## config.mk

```make
export PLATFORM = sky130hd
export DESIGN_NAME = uart_tx_serializer_flat
export DESIGN_NICKNAME = d
export VERILOG_FILES = /design/src/rtl/uart_pkg.sv /design/src/rtl/uart_tx_serializer_if.sv /design/src/rtl/uart_baud_tick.sv /design/src/rtl/uart_tx_serializer.sv /design/src/flat_wrapper.sv
export SDC_FILE = /design/constraint.sdc
export NUM_CORES = 1
export LEC_CHECK = 0
export ABC_AREA = 0
export ABC_CLOCK_PERIOD_IN_PS = 2600
export BUFFER_PORTS_ARGS = -buffer_cell sky130_fd_sc_hd__buf_2
export CAP_MARGIN = 20
export CORE_MARGIN = 4
export CORE_UTILIZATION = 57
export DETAILED_ROUTE_END_ITERATION = 8
export MAX_ROUTING_LAYER = met4
export PLACE_DENSITY = 0.78
export SYNTH_ARGS = -nofsm -noshare
export SYNTH_HDL_FRONTEND = slang
export SYNTH_SLANG_ARGS = --single-unit
```

## constraint.sdc

```tcl
create_clock -name clk -period 2.6 [get_ports clk]
set_input_delay 0.39 -clock clk [delete_from_list [all_inputs] [get_ports clk]]
set_output_delay 0.39 -clock clk [all_outputs]
set_load 0.05 [all_outputs]
```

## src/rtl/uart_pkg.sv

```systemverilog
// Shared UART definitions: FSM encoding, parity and stop-bit codes.
// Used by both the configuration block and the transmit serializer.
package uart_pkg;

    localparam logic [2:0] ST_IDLE   = 3'd0;
    localparam logic [2:0] ST_START  = 3'd1;
    localparam logic [2:0] ST_DATA   = 3'd2;
    localparam logic [2:0] ST_PARITY = 3'd3;
    localparam logic [2:0] ST_STOP   = 3'd4;

    typedef enum logic [2:0] {
        S_IDLE   = ST_IDLE,
        S_START  = ST_START,
        S_DATA   = ST_DATA,
        S_PARITY = ST_PARITY,
        S_STOP   = ST_STOP
    } uart_state_e;

    localparam logic [1:0] PARITY_NONE = 2'b00;
    localparam logic [1:0] PARITY_EVEN = 2'b10;
    localparam logic [1:0] PARITY_ODD  = 2'b11;

    localparam logic STOP_1 = 1'b0;
    localparam logic STOP_2 = 1'b1;

    // The reserved code 2'b01 falls through to "no parity".
    function automatic logic parity_enabled(input logic [1:0] mode);
        return (mode == PARITY_EVEN) || (mode == PARITY_ODD);
    endfunction

endpackage

```

## src/rtl/uart_tx_serializer_if.sv

```systemverilog
// Byte handshake and configuration bundle between upstream and the TX serializer.
interface uart_tx_serializer_if #(
    parameter int unsigned DATA_WIDTH = 8
);
    logic [DATA_WIDTH-1:0] tx_data;
    logic                  tx_valid;
    logic                  tx_ready;
    logic [1:0]            parity_mode;
    logic                  stop_bits;
    logic                  tx;
    logic                  busy;

    modport master (
        output tx_data, tx_valid, parity_mode, stop_bits,
        input  tx_ready, tx, busy
    );

    modport slave (
        input  tx_data, tx_valid, parity_mode, stop_bits,
        output tx_ready, tx, busy
    );
endinterface

```

## src/rtl/uart_baud_tick.sv

```systemverilog
// Bit-time counter: pulses tick for one cycle at count CLKS_PER_BIT-1, then wraps.
module uart_baud_tick #(
    parameter int unsigned CLKS_PER_BIT = 434
) (
    input  logic clk,
    input  logic rst,
    input  logic clear,
    output logic tick
);
    localparam int unsigned      CNT_W   = $clog2(CLKS_PER_BIT);
    localparam logic [CNT_W-1:0] CNT_MAX = CNT_W'(CLKS_PER_BIT - 1);

    logic [CNT_W-1:0] r_cnt;

    assign tick = (r_cnt == CNT_MAX);

    always_ff @(posedge clk or negedge rst) begin
        if (!rst) begin
            r_cnt <= '0;
        end else if (clear || tick) begin
            r_cnt <= '0;
        end else begin
            r_cnt <= r_cnt + 1'b1;
        end
    end
endmodule

```

## src/rtl/uart_tx_serializer.sv

```systemverilog
// UART transmit serializer: start bit, LSB-first data, optional parity, 1 or 2 stop bits.
module uart_tx_serializer
    import uart_pkg::*;
#(
    parameter int unsigned CLKS_PER_BIT = 434,
    parameter int unsigned DATA_WIDTH   = 8
) (
    input  logic                 clk,
    input  logic                 rst,
    uart_tx_serializer_if.slave  bus
);
    localparam int unsigned      IDX_W    = (DATA_WIDTH > 1) ? $clog2(DATA_WIDTH) : 1;
    localparam logic [IDX_W-1:0] LAST_IDX = IDX_W'(DATA_WIDTH - 1);

    uart_state_e           r_state, w_state_d;
    logic [DATA_WIDTH-1:0] r_shift, w_shift_d;
    logic [IDX_W-1:0]      r_bit_idx, w_bit_idx_d;
    logic                  r_par_en, w_par_en_d;
    logic                  r_par_bit, w_par_bit_d;
    logic                  r_stop2, w_stop2_d;
    logic                  r_stop_cnt, w_stop_cnt_d;
    logic                  r_tx, w_tx_d;
    logic                  r_ready, w_ready_d;
    logic                  r_busy;
    logic                  w_tick;
    logic                  w_clear;

    // Holding the counter clear while idle makes every frame start on a full bit time.
    assign w_clear = (r_state == S_IDLE);

    uart_baud_tick #(
        .CLKS_PER_BIT(CLKS_PER_BIT)
    ) u_baud_tick (
        .clk  (clk),
        .rst  (rst),
        .clear(w_clear),
        .tick (w_tick)
    );

    always_comb begin
        w_state_d    = r_state;
        w_shift_d    = r_shift;
        w_bit_idx_d  = r_bit_idx;
        w_par_en_d   = r_par_en;
        w_par_bit_d  = r_par_bit;
        w_stop2_d    = r_stop2;
        w_stop_cnt_d = r_stop_cnt;

        unique case (r_state)
            S_IDLE: begin
                if (bus.tx_valid && r_ready) begin
                    w_shift_d    = bus.tx_data;
                    w_par_en_d   = parity_enabled(bus.parity_mode);
                    w_par_bit_d  = (^bus.tx_data) ^ (bus.parity_mode == PARITY_ODD);
                    w_stop2_d    = bus.stop_bits;
                    w_bit_idx_d  = '0;
                    w_stop_cnt_d = 1'b0;
                    w_state_d    = S_START;
                end
            end
            S_START: begin
                if (w_tick) w_state_d = S_DATA;
            end
            S_DATA: begin
                if (w_tick) begin
                    w_shift_d   = r_shift >> 1;
                    w_bit_idx_d = r_bit_idx + 1'b1;
                    if (r_bit_idx == LAST_IDX) begin
                        w_bit_idx_d = '0;
                        w_state_d   = r_par_en ? S_PARITY : S_STOP;
                    end
                end
            end
            S_PARITY: begin
                if (w_tick) w_state_d = S_STOP;
            end
            S_STOP: begin
                if (w_tick) begin
                    if (r_stop2 == STOP_2 && !r_stop_cnt) begin
                        w_stop_cnt_d = 1'b1;
                    end else begin
                        w_stop_cnt_d = 1'b0;
                        w_state_d    = S_IDLE;
                    end
                end
            end
            default: w_state_d = S_IDLE;
        endcase

        // Outputs are decoded from the next state so they can be registered with no lag.
        unique case (w_state_d)
            S_START:  w_tx_d = 1'b0;
            S_DATA:   w_tx_d = w_shift_d[0];
            S_PARITY: w_tx_d = w_par_bit_d;
            default:  w_tx_d = 1'b1;
        endcase
        w_ready_d = (w_state_d == S_IDLE);
    end

    always_ff @(posedge clk or negedge rst) begin
        if (!rst) begin
            r_state    <= S_IDLE;
            r_shift    <= '0;
            r_bit_idx  <= '0;
            r_par_en   <= 1'b0;
            r_par_bit  <= 1'b0;
            r_stop2    <= STOP_1;
            r_stop_cnt <= 1'b0;
            r_tx       <= 1'b1;
            r_ready    <= 1'b1;
            r_busy     <= 1'b0;
        end else begin
            r_state    <= w_state_d;
            r_shift    <= w_shift_d;
            r_bit_idx  <= w_bit_idx_d;
            r_par_en   <= w_par_en_d;
            r_par_bit  <= w_par_bit_d;
            r_stop2    <= w_stop2_d;
            r_stop_cnt <= w_stop_cnt_d;
            r_tx       <= w_tx_d;
            r_ready    <= w_ready_d;
            r_busy     <= ~w_ready_d;
        end
    end

    assign bus.tx       = r_tx;
    assign bus.tx_ready = r_ready;
    assign bus.busy     = r_busy;
endmodule

```

## src/flat_wrapper.sv

```systemverilog
// flat-port wrapper written by rule: the top's interface ports become plain ports
module uart_tx_serializer_flat import uart_pkg::*;
#(
    parameter int unsigned CLKS_PER_BIT = 434,
    parameter int unsigned DATA_WIDTH   = 8
)
  (clk, rst, bus_tx_data, bus_tx_valid, bus_parity_mode, bus_stop_bits, bus_tx_ready, bus_tx, bus_busy);
  uart_tx_serializer_if #(.DATA_WIDTH(DATA_WIDTH)) bus_i ();
  input  logic clk;
  input  logic rst;
  input wire logic [$bits(bus_i.tx_data)-1:0] bus_tx_data;
  input wire logic [$bits(bus_i.tx_valid)-1:0] bus_tx_valid;
  input wire logic [$bits(bus_i.parity_mode)-1:0] bus_parity_mode;
  input wire logic [$bits(bus_i.stop_bits)-1:0] bus_stop_bits;
  output wire logic [$bits(bus_i.tx_ready)-1:0] bus_tx_ready;
  output wire logic [$bits(bus_i.tx)-1:0] bus_tx;
  output wire logic [$bits(bus_i.busy)-1:0] bus_busy;
  assign bus_i.tx_data = bus_tx_data;
  assign bus_i.tx_valid = bus_tx_valid;
  assign bus_i.parity_mode = bus_parity_mode;
  assign bus_i.stop_bits = bus_stop_bits;
  assign bus_tx_ready = bus_i.tx_ready;
  assign bus_tx = bus_i.tx;
  assign bus_busy = bus_i.busy;
  uart_tx_serializer #(.CLKS_PER_BIT(CLKS_PER_BIT), .DATA_WIDTH(DATA_WIDTH)) u_core (.clk(clk), .rst(rst), .bus(bus_i));
endmodule
```

Yosys cells after proc, flatten, opt, wreduce, memory -nomap -nowiden. Index checks and enable logic that the tools add are counted.

Register bits after elaboration: 30. Output and inout bits: 3. Logic and storage cells: 67.

Add/sub/neg operators: 2. Eq/ne operators: 14. Multiplexer cells: 24. Bitwise gates (word level): 2. Reduce and logical (&&, ||, !) cells: 13.

Operators by type and width (count): two-way mux 3 bit (11); two-way mux 8 bit (2); case mux 8 bit (2 select lines) (1); case mux 3 bit (5 select lines) (1); equality test 3 x 2 -> 1 bit, second input constant (4); adder 9 x 1 -> 9 bit, second input constant (1); equality test 9 bit, second input constant (1); two-way mux 9 bit (1); XOR reduction 8 bit (1); equality test 3 x 1 -> 1 bit, second input constant (2); equality test 3 bit, second input constant (2); logical NOT 3 bit (2); case mux 3 bit (2 select lines) (1); AND reduction 3 bit (2); two-way mux 1 bit (5); equality test 2 bit, second input constant (2); != test 2 bit, second input constant (2); nonzero test 2 bit (2); adder 3 x 1 -> 3 bit, second input constant (1); case mux 1 bit (3 select lines) (1); logical AND 1 bit (2); logical OR 1 bit (2); != test 2 x 1 -> 1 bit, second input constant (1); case mux 1 bit (2 select lines) (1); other kinds (4) (4).

Depth between registers and ports, before layout.
Depth in word-level cells: 7. Depth in mapped cells: 8.

Cells and area by module. From an unflattened synthesis, not the netlist that was laid out.

Cells, all modules: 157. Area total of the unflattened synthesis: 1614.0 um2.

Modules (own cells, without submodules): uart_tx_serializer (instances 1, cells each 109, area an instance 1128.6 um2, sequential area each 528.0 um2); uart_baud_tick (instances 1, cells each 48, area an instance 485.5 um2, sequential area each 225.2 um2).

Least setup slack after synthesis. Ideal clock, no wire load.

Kind: register to register. From: reg u_core.u_baud_tick.r_cnt[1]. To: reg u_core.r_bit_idx[2]. Library setup time: 0.095 ns. Data arrival time: 1.826 ns. Setup slack: 0.679 ns. Cell stages (with the launch flop): 8. Path buffers: 1. Cell sequence: dfrtp_1 -> inv_1 -> ha_1 -> or4bb_1 -> nor3_2 -> nor2_1 -> buf_2 -> o31ai_1.

Word-level cells in the longest chain between the ends: 3.

Ends and longest elaborated chain: start, declared (RTL line uart_baud_tick.sv:13) `logic [CNT_W-1:0] r_cnt;`; start signal, assigned (RTL line uart_baud_tick.sv:23) `r_cnt <= r_cnt + 1'b1;`; equality test 9 bit (RTL line uart_baud_tick.sv:15) `assign tick = (r_cnt == CNT_MAX);`; != test 2 bit (no source line); AND reduction 3 bit (no source line); end signal, assigned (RTL line uart_tx_serializer.sv:115) `r_bit_idx <= w_bit_idx_d;`; end, declared (RTL line uart_tx_serializer.sv:17) `logic [IDX_W-1:0] r_bit_idx, w_bit_idx_d;`.

Every way passes these cells. A chain may end at the register's enable or synchronous reset.

Worst setup path after layout.
From: reg u_core.r_state[2]. To: reg u_core.r_tx, in the netlist u_core.bus.tx.

Elaborated cells between the ends (all ways): 19. Classes of those cells: eq/ne (7); mux (11); reduce/logical (1).

RTL lines: start, declared (RTL line uart_tx_serializer.sv:15) `uart_state_e r_state, w_state_d;`; start signal, assigned (RTL line uart_tx_serializer.sv:113) `r_state <= w_state_d;`; equality test 3 bit, or another cell as far along (RTL line uart_tx_serializer.sv:49) `unique case (r_state)`; case mux 3 bit (5 select lines) * (RTL line uart_tx_serializer.sv:49); named net u_core.w_state_d[0] (RTL line uart_tx_serializer.sv:15); equality test 3 x 2 -> 1 bit / equality test 3 x 1 -> 1 bit (equally long branches) (RTL line uart_tx_serializer.sv:91) `unique case (w_state_d)`; case mux 1 bit (3 select lines) * (RTL line uart_tx_serializer.sv:91); named net u_core.w_tx_d (RTL line uart_tx_serializer.sv:22) `logic r_tx, w_tx_d;`; end signal, assigned (RTL line uart_tx_serializer.sv:120) `r_tx <= w_tx_d;`; end, declared (RTL line uart_tx_serializer.sv:22).

Mark *: on every way through the listed nets, which the timed path passes. The rest lies on a longest branch.

==> impl_results.md <==
- Grt ovf: 0
- Initial Utilization: between 60 and 70%
- Hold Slack: 0.0722 ns
- Clock root cell: clkbuf_4
- Insertion delay to the later sink of the worst-skew pair: 0.34 ns
- Number of vias in the routed layout: 1,138
- Post-Layout Cell Count: roughly 200
- Longest Clk Path Bufs: 2
- Synth Instances: 150
- Port Buffer Count: 16
- Final net count: 188
- Int Power: approximately 620 uW
- Mapped Area: 1510 um^2
- Final worst-path cycle share: between 80% and 90%
- Clk pwr share: 36.0%
- Area delta synth->final: 11.4%
- FP Rows: 18
- Synth Flop Type: dfrtp_1
- First-pass GRT wire length: 5110 um
- Clock buffer count from CTS: 5
- Cell variety after synth: 40
- Wire per inst: around 15 um
- # setup viols final: 0
- Accumulated negative setup slack: 0 ns
- Placed Instance Area: 1620 um^2
- Post-synth EDFFs: 0
- Sw frac: 23.0%
- Antenna cells: 0
- Worst-Margin Slew: about 0.73 ns
- Lkg Pwr: between 0.0008 and 0.0009 uW
- Layout fillers: roughly 210
- Vias per cell: 5.66
- DIE WIDTH: 59.5 um
- Tmin final: 2.09 ns
- Core area: 2500 um^2
- Worst Path Required: around 2.9 ns
- Total power: 807 uW
- Critical Path Source Type: flop
- Clock-pin transition on the worst setup and hold timing paths: 0.09 ns
- Routed wire length: 2930 um
- CP endpoint kind: flop
- Clk sink count: 30
- Die Area: approximately 3500 um^2
- DR DRC count: 0
- Dpl cells: roughly 190
- Combinational power share: 6.2%
- Top cells by count, synth: nand2_1 (29), dfrtp_1 (28), nor2_1 (13)
- Arr. time, crit path: 2.37 ns
- Status: finished, final reports clean
- Global placer's final weighted congestion: approximately 0.80
- Post-CTS Setup Bufs: 0
- Final instance area: 1680 um^2
- Remaining antenna violation count: 0
- Hold buffers post-CTS: 0
- Critical path fanouts, max: 6
- Flop pwr share: 57.8%
- DR pass1 iterations: 4
- TritonCTS clock tree: yes
- Top-count cell post-synth: nand2_1
- Syn_nets: 168
- Max-cap viol count: 0
- Largest area contributor in the netlist: dfrtp_1
- H-Tree Depth: 2
- Critical Setup Path Class: flop to flop
- Total GRT Usage: 20.6%
- Final Hold Fails: 0
- Synthesized flop and latch total: 30
- YS warnings: 0
- I/O pin count: 17
- Share of post-route cells with drive strength above 1: between 15 and 20%
- Vias in the first global route: 1,146
- Iteration-0 DRC Markers: 42
- Register area share after synthesis: 49.9%
- Post-CTS sizing: 0
- PwrDens: 480 nW/um^2
- Slew HR: 51.2%
- Largest net degree at the start of global routing: 31
- Synth area leaders: dfrtp_1 (46%), nand2_1 (7.2%), xnor2_1 (4.6%)
- Max VDD drop: about 0.00038 V
- Worst hold path class: input pin to async pin
- Synth async-reset ratio: 100%
- Reg2Reg Depth: 5
- Post-DP HPWL: 2130 um
- Pins Over Slew Limit: 0
- Fmax: 478 MHz
- Die H: 59.5 um
- Avg Cell Area, Syn: 10.1 um^2
- Initial antenna violation count: 0
- RSZ-0062 raised after global routing: no
- Switching power: about 190 uW
- Top-area cell type share of the netlist area: 46.4%
- Final Skew: 0.0105 ns
-- cell type report --
class / instances / area [um^2] / share of cell area (%)
clock buffer: 7 / 55.1 / 3.27
clock inverter: 1 / 5.00 / 0.298
inverter: 3 / 11.3 / 0.670
multi-input combinational: 112 / 724 / 43.1
sequential: 30 / 753 / 44.8
tap: 30 / 37.5 / 2.23
timing repair buffer: 18 / 95.1 / 5.65
-- cell usage in the layout, fill, tap and decap left out, types with 2 or more instances in the layout --
master,synthesis,routed
a22oi_1,6,6
nand3_1,5,5
o31ai_1,2,2
inv_1,3,3
a21oi_1,2,2
nand4b_1,2,2
or3_1,2,2
dfrtp_1,28,28
clkbuf_4,0,5
o21ai_0,7,7
nor2_1,13,13
ha_1,4,4
xnor2_1,8,8
buf_4,0,2
nor3_1,2,2
o211ai_1,3,3
buf_2,1,16
nand2_1,29,29
and3_1,2,2
a21o_1,2,2
xor2_1,3,3
dfstp_2,2,2
nand2b_1,2,2
nand4_1,2,2
-- power by group through the flow --
stage	clock [uW]	combinational (uW)	sequential, uW
final	290	49.8	466
after global routing	320	55.7	466
after CTS	303	50.6	466
after detailed placement	0	49.7	475
after global placement	0	49.0	475
after floorplan	0	24.6	476
-- final timing paths --
path / slack (ns) / startpoint / to
worst max-delay path: 0.51 / u_core.r_state[2]$_DFF_PN0_ / u_core.bus.tx$_DFF_PN1_
worst min-delay path: 0.07 / rst / u_core.u_baud_tick.r_cnt[8]$_DFF_PN0_
worst max register to register: 0.51 / u_core.r_state[2]$_DFF_PN0_ / u_core.bus.tx$_DFF_PN1_
worst min register to register: 0.48 / u_core.r_shift[4]$_DFFE_PN0P_ / u_core.r_shift[4]$_DFFE_PN0P_
max in group asynchronous: 2.09 / rst / u_core.u_baud_tick.r_cnt[1]$_DFF_PN0_
min in group clk: 0.24 / bus_stop_bits / u_core.r_stop2$_DFFE_PN0P_
-- through the flow --
stage / utilization, % / setup WS (ns)
after floorplan: - / 0.679
after global placement: 64.9 / 0.597
after detailed placement: 64.9 / 0.521
after CTS: 67.3 / 0.515
after global routing: 67.3 / 0.366
final: 67.3 / 0.510
-- registers in the layout, summed over array words and instances, names as in the netlist --
signal and flops:
u_core.r_stop2 1, u_core.bus.busy 1, u_core.bus.tx_ready 1, u_core.r_state 3, u_core.r_shift 8, u_core.u_baud_tick.r_cnt 9, u_core.r_par_en 1, u_core.r_stop_cnt 1
u_core.r_bit_idx 3, u_core.bus.tx 1, u_core.r_par_bit 1
-- worst max-delay path: stages, from the launching register on --
cell and delay, ns:
dfrtp_1 0.46, or3b_1 0.52, o211a_1 0.30, o41ai_4 0.42, o211ai_1 0.14, and3_1 0.19
-- layer usage --
| metal | track usage [%] | up-vias | share of wire, % |
|---|---|---|---|
| met3 | 5.23 | 10 | 3.5 |
| met4 | 12.3 | 0 | 2.5 |
| met5 | - | - | 0 |
| met1 | 25.4 | 539 | 47 |
| met2 | 30.3 | 18 | 47 |
| li1 | - | 571 | - |
-- logic make-up after synthesis --
logic type,share of synthesized area [%]
adders and majority gates,3.31
and+or+nand+nor,23.1
DFF,49.9
buffers and inverters,2.15
xor gates and xnor gates,7.87
AOI/OAI and AO/OA,13.7
(Power assumes the default switching activity.)
